## src/rtl/acc_sequencer.sv

```systemverilog
// acc_sequencer: runs one accumulator job: clear, accept tile beats, drain, write, done.
// Define ACC_SEQ_PERF_EN to add the perf_stall bubble counter output.
module acc_sequencer #(
  parameter int unsigned ARR_SIZE  = 4,
  parameter int unsigned DRAIN_CYC = 4,
  parameter int unsigned CNT_W     = 8
) (
  input  logic             clk,
  input  logic             rst,
  input  logic             start,
  input  logic [CNT_W-1:0] num_tiles,
  input  logic [3:0]       base_addr,
  input  logic             abort,
  input  logic             tile_valid,
  output logic             tile_ready,
  output logic             acc_reset,
  output logic             store_output,
  output logic [3:0]       op_buffer_address,
  output logic             busy,
  output logic             done
`ifdef ACC_SEQ_PERF_EN
  ,
  output logic [15:0]      perf_stall
`endif
);

  localparam int unsigned DW = 4;
  localparam int unsigned AW = 4;

  typedef enum logic [2:0] {
    S_IDLE,
    S_CLEAR,
    S_ACCUM,
    S_DRAIN,
    S_WRITE,
    S_DONE
  } state_t;

  if (ARR_SIZE == 0 || DRAIN_CYC == 0 || DRAIN_CYC > 15) begin : g_bad_param
    $error("acc_sequencer: ARR_SIZE must be >0 and DRAIN_CYC within 1..15");
  end

  state_t           state_q, state_d;
  logic [CNT_W-1:0] cnt_q, cnt_d, tiles_q, tiles_d;
  logic [DW-1:0]    drain_q, drain_d;
  logic [AW-1:0]    addr_d;
  logic             job_start, abort_hit;
  logic             store_q, store_d;
  logic             tile_ready_d, acc_reset_d, busy_d, done_d;

  // Next state, counters and registered-output decode from the next state
  always_comb begin
    state_d   = state_q;
    cnt_d     = cnt_q;
    tiles_d   = tiles_q;
    drain_d   = drain_q;
    addr_d    = op_buffer_address;
    abort_hit = 1'b0;
    job_start = (state_q == S_IDLE) && start && !abort;

    case (state_q)
      S_IDLE: begin
        if (job_start) begin
          tiles_d = num_tiles;
          cnt_d   = '0;
          if (num_tiles == '0) begin
            state_d = S_DONE;
          end else begin
            state_d = S_CLEAR;
            addr_d  = base_addr;
          end
        end
      end
      S_CLEAR: state_d = S_ACCUM;
      S_ACCUM: begin
        if (tile_valid && tile_ready) begin
          cnt_d = cnt_q + CNT_W'(1);
          if (cnt_d == tiles_q) begin
            state_d = S_DRAIN;
            drain_d = DW'(DRAIN_CYC - 1);
          end
        end
      end
      S_DRAIN: begin
        if (drain_q == '0) state_d = S_WRITE;
        else               drain_d = drain_q - DW'(1);
      end
      S_WRITE: state_d = S_DONE;
      S_DONE:  state_d = S_IDLE;
      default: state_d = S_IDLE;
    endcase

    if (abort && (state_q != S_IDLE)) begin
      state_d   = S_IDLE;
      abort_hit = 1'b1;
      cnt_d     = '0;
      drain_d   = '0;
    end

    tile_ready_d = (state_d == S_ACCUM);
    acc_reset_d  = (state_d == S_CLEAR) || abort_hit;
    store_d      = (state_d == S_DRAIN) || (state_d == S_WRITE);
    busy_d       = (state_d != S_IDLE);
    done_d       = (state_d == S_DONE);
  end

  always_ff @(posedge clk or negedge rst) begin
    if (!rst) begin
      state_q           <= S_IDLE;
      cnt_q             <= '0;
      tiles_q           <= '0;
      drain_q           <= '0;
      op_buffer_address <= '0;
      tile_ready        <= 1'b0;
      acc_reset         <= 1'b0;
      store_q           <= 1'b0;
      busy              <= 1'b0;
      done              <= 1'b0;
    end else begin
      state_q           <= state_d;
      cnt_q             <= cnt_d;
      tiles_q           <= tiles_d;
      drain_q           <= drain_d;
      op_buffer_address <= addr_d;
      tile_ready        <= tile_ready_d;
      acc_reset         <= acc_reset_d;
      store_q           <= store_d;
      busy              <= busy_d;
      done              <= done_d;
    end
  end

  // An accepted beat strobes the accumulator in its own cycle; drain/write strobes come from store_q
  assign store_output = store_q | (tile_ready & tile_valid);

`ifdef ACC_SEQ_PERF_EN
  always_ff @(posedge clk or negedge rst) begin
    if (!rst) begin
      perf_stall <= '0;
    end else if (job_start) begin
      perf_stall <= '0;
    end else if ((state_q == S_ACCUM) && !tile_valid && (perf_stall != 16'hFFFF)) begin
      perf_stall <= perf_stall + 16'(1);
    end
  end
`endif

endmodule

```

## config.mk

```make
export PLATFORM = sky130hd
export DESIGN_NAME = acc_sequencer
export DESIGN_NICKNAME = d
export VERILOG_FILES = /design/src/rtl/acc_sequencer.sv
export SDC_FILE = /design/constraint.sdc
export NUM_CORES = 1
export LEC_CHECK = 0
export ABC_CLOCK_PERIOD_IN_PS = 3000
export BUFFER_PORTS_ARGS = -buffer_cell sky130_fd_sc_hd__buf_2
export CAP_MARGIN = 20
export CORE_MARGIN = 3
export CORE_UTILIZATION = 50
export CTS_CLUSTER_SIZE = 40
export DETAILED_ROUTE_END_ITERATION = 8
export PLACE_DENSITY = 0.75
export SYNTH_ARGS = -nofsm -noshare
export SYNTH_HDL_FRONTEND = slang
export SYNTH_SLANG_ARGS = --single-unit
```

## constraint.sdc

```tcl
create_clock -name clk -period 3 [get_ports clk]
set_input_delay 0.6 -clock clk [delete_from_list [all_inputs] [get_ports clk]]
set_output_delay 0.6 -clock clk [all_outputs]
set_load 0.005 [all_outputs]
```

**Yosys cells after proc, flatten, opt, wreduce, memory -nomap -nowiden**

Index checks and enable logic that the tools add are counted.

- Flip-flop bits (word level): 32
- Bits in latches: 0
- RAM bits: 0
- Bits in read-only memories: 0
- Input bits: 17
- Output and inout port bits: 9
- Logic and storage cells: 64
- Memories: 0

- Add/sub/neg operators: 2
- Multipliers: 0
- Div/mod/pow operators: 0
- Magnitude comparators: 0
- Equality and inequality tests: 14
- Shift-type cells: 0
- Mux-type cells: 17
- Bitwise gates (word level): 3
- Reductions and logical operators: 18

Operators with widths:

| operator | count |
|---|---|
| 8-bit two-way mux | 3 |
| 3-bit two-way mux | 6 |
| 4-bit two-way mux | 4 |
| 8-bit case mux with 2 select lines | 1 |
| 3-bit case mux with 5 select lines | 1 |
| 3-bit by 2-bit equality test with 1-bit output (second input constant) | 4 |
| 3-bit nonzero test | 4 |
| 3-bit equality test (second input constant) | 3 |
| 3-bit != test (second input constant) | 3 |
| 8-bit by 1-bit adder with 8-bit output (second input constant) | 1 |
| 8-bit equality test | 1 |
| 8-bit zero test | 1 |
| 4-bit case mux with 2 select lines | 1 |
| 3-bit by 1-bit equality test with 1-bit output (second input constant) | 2 |
| 3-bit AND reduction | 2 |
| 1-bit logical AND | 4 |
| 4-bit zero test | 1 |
| 4-bit AND reduction | 1 |
| 4-bit by 1-bit subtractor with 4-bit output (second input constant) | 1 |
| 3-bit zero test | 1 |
| 3-bit by 2-bit != test with 1-bit output (second input constant) | 1 |
| 1-bit logical OR | 2 |
| 2-bit AND reduction | 1 |
| 1-bit bitwise AND | 1 |
| other kinds (4) | 4 |

**Longest topological paths before layout**

- Depth after elaboration: 8
- Gate-level depth with buffers: 7
- Gate-level depth less buffers: 7

**Least setup slack after synthesis**

OpenSTA, ideal clock, no wires.

- Path kind: reg2reg
- Start point: register state_q[2]
- End point: register drain_q[2]
- Library setup time: 121 ps
- Data arrival time: 1,915 ps
- Data required time: 2,879 ps
- Slack: 964 ps
- Cell stages (with the launch flop): 8
- Buffers on the path: 1
- Clock period less this slack: 2,036 ps
- Cells stage by stage: dfrtp_1 > buf_6 > or3b_4 > nor4_2 > o211ai_1 > o41ai_4 > nor2_2 > a22o_1

- Word-level cells in the longest chain between the ends: 4
- Elaborated cells between the ends (all ways): 11
- Classes of those cells: eq/ne (5); mux (2); reduce/logical (4)

RTL lines:

| what | line | RTL |
|---|---|---|
| start, declared | 43 | `state_t state_q, state_d;` |
| start signal, assigned | 120 | `state_q <= state_d;` |
| 3-bit nonzero test | 93 | `if (abort && (state_q != S_IDLE)) begin` |
| 1-bit logical AND | 93 |  |
| 3-bit != test (no source line) / 3-bit nonzero test (equally long branches) | -- |  |
| 4-bit AND reduction (no source line) | -- |  |
| end signal, assigned | 123 | `drain_q <= drain_d;` |
| end, declared | 45 | `logic [DW-1:0] drain_q, drain_d;` |

Parallel ways exist; a longest one is shown, timed or not.
A chain may end at the register's enable or synchronous reset.

**Final worst setup path**

- Start point: register cnt_q[0]
- End point: register drain_q[2]

- Word-level cells in the longest chain between the ends: 4

RTL lines:

| what | line | RTL |
|---|---|---|
| start, declared | 44 | `logic [CNT_W-1:0] cnt_q, cnt_d, tiles_q, tiles_d;` |
| start signal, assigned | 121 | `cnt_q <= cnt_d;` |
| 8-bit by 1-bit adder with 8-bit output | 77 | `cnt_d = cnt_q + CNT_W'(1);` |
| 8-bit equality test | 78 | `if (cnt_d == tiles_q) begin` |
| 3-bit != test (no source line) | -- |  |
| 4-bit AND reduction (no source line) | -- |  |

No other way between the ends.

==> reports/qor.json <==
{
  "worstSetupPathType": "reg -> reg",
  "grt_first_pass_wirelength_um": 5790,
  "global_route.overflow_total": 0,
  "post_synth_edffs": 0,
  "drt-pass1-iter-count": 5,
  "synth-main-ff-cell": "sky130_fd_sc_hd__dfrtp_1",
  "ys_async_sr_fraction_pct": 100,
  "totalWireLength_um": 3220,
  "timing.fmax_mhz": 460,
  "numCtsBuffers": 5,
  "floorplan.rows": 20,
  "detail_route.wl_per_cell_um": 13.8,
  "finalCriticalPeriod_ns": 2.18,
  "clock_latency_late_sink_ns": 0.32,
  "post-cts-setup-buffers": 0,
  "1st_iter_drt_viols": 61,
  "min_period_over_period_pct": 72.5,
  "critical_path.startpoint_type": "flip-flop",
  "worst_r2r_startpoint": "cnt_q[0]$_DFFE_PN0P_",
  "drt.antenna.violating_nets": 0,
  "globalRouteTotalUtil_pct": 18.1,
  "max_cap_viol_count": 0,
  "peak_supply_drop_v": 0.000510,
  "hold_class": "in -> async",
  "syn-instance-count": 161,
  "vias_in_the_first_global_route": 1277,
  "route.vias.total": 1290,
  "floorplan.initialDensity_pct": 53.6,
  "yosys.cell_types.count": 44,
  "final_nets": 208,
  "synth_sequential_area_ratio_pct": 47.7,
  "setup-tns-final_ns": 0,
  "timing_max_transition_violations_final": 0,
  "syn_area_per_cell_um2": 10.4,
  "vias_per_cell": 5.54,
  "cellLeakagePower_uw": 0.000852,
  "most_common_library_cell_in_the_layout_ignoring_fill_and_taps": "sky130_fd_sc_hd__dfrtp_1",
  "run_status": "complete, no violations",
  "routability_cong": 0.935,
  "max-slew-margin-rel_pct": 54.8,
  "clk_pin_slew_worst_paths_ns": 0.09,
  "mappedNetlistNets": 180,
  "io_buffers": 25,
  "post-layout-total-power_uw": 1540,
  "cts.sinks": 32,
  "mappedNetlistArea_um2": 1680,
  "dieHeight_um": 63.9,
  "layout_cell_share_with_drive_strength_beyond_1_pct": 29.6,
  "setup_viol_count_final": 0,
  "htree_levels": 2,
  "detailedPlacementHpwl_um": 2490,
  "yosysWarningCount": 0,
  "antenna_cells_inserted": 0,
  "final_hold_violations": 0,
  "ys_ff_latch": 32,
  "fp.dieArea_um2": 4090,
  "pwr_density_cell_nw_per_um2": 812,
  "tritoncts_clock_tree": "built",
  "final_util_pct": 60.8,
  "fin_worst_hold_slack_ns": 0.305,
  "top_level_ports": 26,
  "drt_drc_violations_left": 0,
  "end_kind": "flip-flop",
  "worst_clock_skew_ns": 0.00570,
  "worst_ep_arrival_time_ns": 2.39,
  "cts.root.buffer_cell": "sky130_fd_sc_hd__clkbuf_4",
  "critical_path.max_fanout": 6,
  "commonest_non_fill_non_tap_cells_in_the_layout": "sky130_fd_sc_hd__dfrtp_1 (32), sky130_fd_sc_hd__buf_2 (25), sky130_fd_sc_hd__nand2_1 (15)",
  "antenna_found_initial": 0,
  "layout-area-overhead-vs-synth_pct": 13.3,
  "cts-hold-fix-buffers": 0,
  "launch_point_of_the_worst_path": "cnt_q[0]$_DFFE_PN0P_",
  "worst-slew-pin-transition_ns": 0.678,
  "coreArea_um2": 3130,
  "grt_max_degree": 33,
  "cp_data_required_time_ns": 3.21,
  "die_width_um": 63.9,
  "rsz0062_at_grt": "no",
  "post_cts_resized": 0,
  "clk_path_buf_depth": 2
}
-- worst paths after layout --
kind / slack, ns / end / cells after the start
min in group clk: 0.51 / op_buffer_address[3]$_DFFE_PN0P_ / 2
worst min register to register: 0.51 / op_buffer_address[0]$_DFFE_PN0P_ / 1
worst max register to register: 0.82 / drain_q[2]$_DFFE_PN0P_ / 7
max in group asynchronous: 2.25 / op_buffer_address[0]$_DFFE_PN0P_ / 1
worst min-delay path: 0.31 / cnt_q[3]$_DFFE_PN0P_ / 1
worst max-delay path: 0.82 / drain_q[2]$_DFFE_PN0P_ / 7
-- critical path, stage by stage (launching register included) --
cell and delay [ns]:
sky130_fd_sc_hd__dfrtp_1 0.44, sky130_fd_sc_hd__ha_1 0.28, sky130_fd_sc_hd__nand3_1 0.18, sky130_fd_sc_hd__o21ai_0 0.19
sky130_fd_sc_hd__o31ai_1 0.13, sky130_fd_sc_hd__o41ai_4 0.52, sky130_fd_sc_hd__nor2_2 0.09, sky130_fd_sc_hd__a22o_1 0.24
-- routing by layer --
metal	part of all wire (%)	vias to the layer above	global-route usage, %
met1	46	604	24.9
met5	0	-	0
met4	1.9	0	7.28
met3	5.7	12	4.04
met2	47	47	27.9
li1	-	627	-
-- state kept, by name (all words and copies together), names as in the netlist --
name / flops
acc_reset: 1
busy: 1
cnt_q: 8
done: 1
drain_q: 4
op_buffer_address: 4
state_q: 3
store_q: 1
tile_ready: 1
tiles_q: 8
-- synthesized netlist by cell type, types with 3 or more instances --
master,number,share of area [%]
sky130_fd_sc_hd__nor2b_1,5,1.9
sky130_fd_sc_hd__nor3_1,6,1.8
sky130_fd_sc_hd__o21ai_0,10,3.0
sky130_fd_sc_hd__nor2_1,12,2.7
sky130_fd_sc_hd__xor2_1,5,2.6
sky130_fd_sc_hd__a21oi_1,3,0.89
sky130_fd_sc_hd__dfrtp_1,32,48
sky130_fd_sc_hd__nand2_1,15,3.4
sky130_fd_sc_hd__xnor2_1,7,3.7
sky130_fd_sc_hd__mux2_2,12,8.1
sky130_fd_sc_hd__a31oi_1,3,1.1
sky130_fd_sc_hd__nor3b_1,4,1.8
sky130_fd_sc_hd__inv_1,4,0.89
-- stage by stage --
stage	cell area, um^2	std cells	worst slack (ns)
after floorplan	1680	161	0.964
after global placement	1840	226	0.902
after detailed placement	1840	226	0.837
after CTS	1900	233	0.811
after global routing	1900	233	0.567
final	1900	233	0.825
-- where the power goes --
| part | switching (uW) | total [uW] | internal (uW) |
|---|---|---|---|
| Combinational | 317 | 616 | 299 |
| Sequential | 104 | 666 | 562 |
| Clock | 129 | 262 | 133 |
| Total | 550 | 1540 | 994 |
-- kinds of logic (layout without fill, tap and decap cells) --
group | Yosys count | after routing | share of synthesized area, %
DFF | 32 | 32 | 47.7
buffers and inverters | 9 | 37 | 2.61
adders and majority gates | 3 | 3 | 2.09
muxes | 13 | 13 | 8.65
and+or+nand+nor | 61 | 61 | 19.6
AOI/OAI and AO/OA | 31 | 31 | 13.0
xor gates and xnor gates | 12 | 12 | 6.26
-- area by class of cell --
type                    count  area (um^2)
flip-flops and latches     32          801
multi-input cells         120          833
well taps                  44         55.1
clock buffers               7         65.1
inverters                   4         15.0
repair buffers             26          133
fillers                   264         1230
Power figures use the tool's default switching activity.
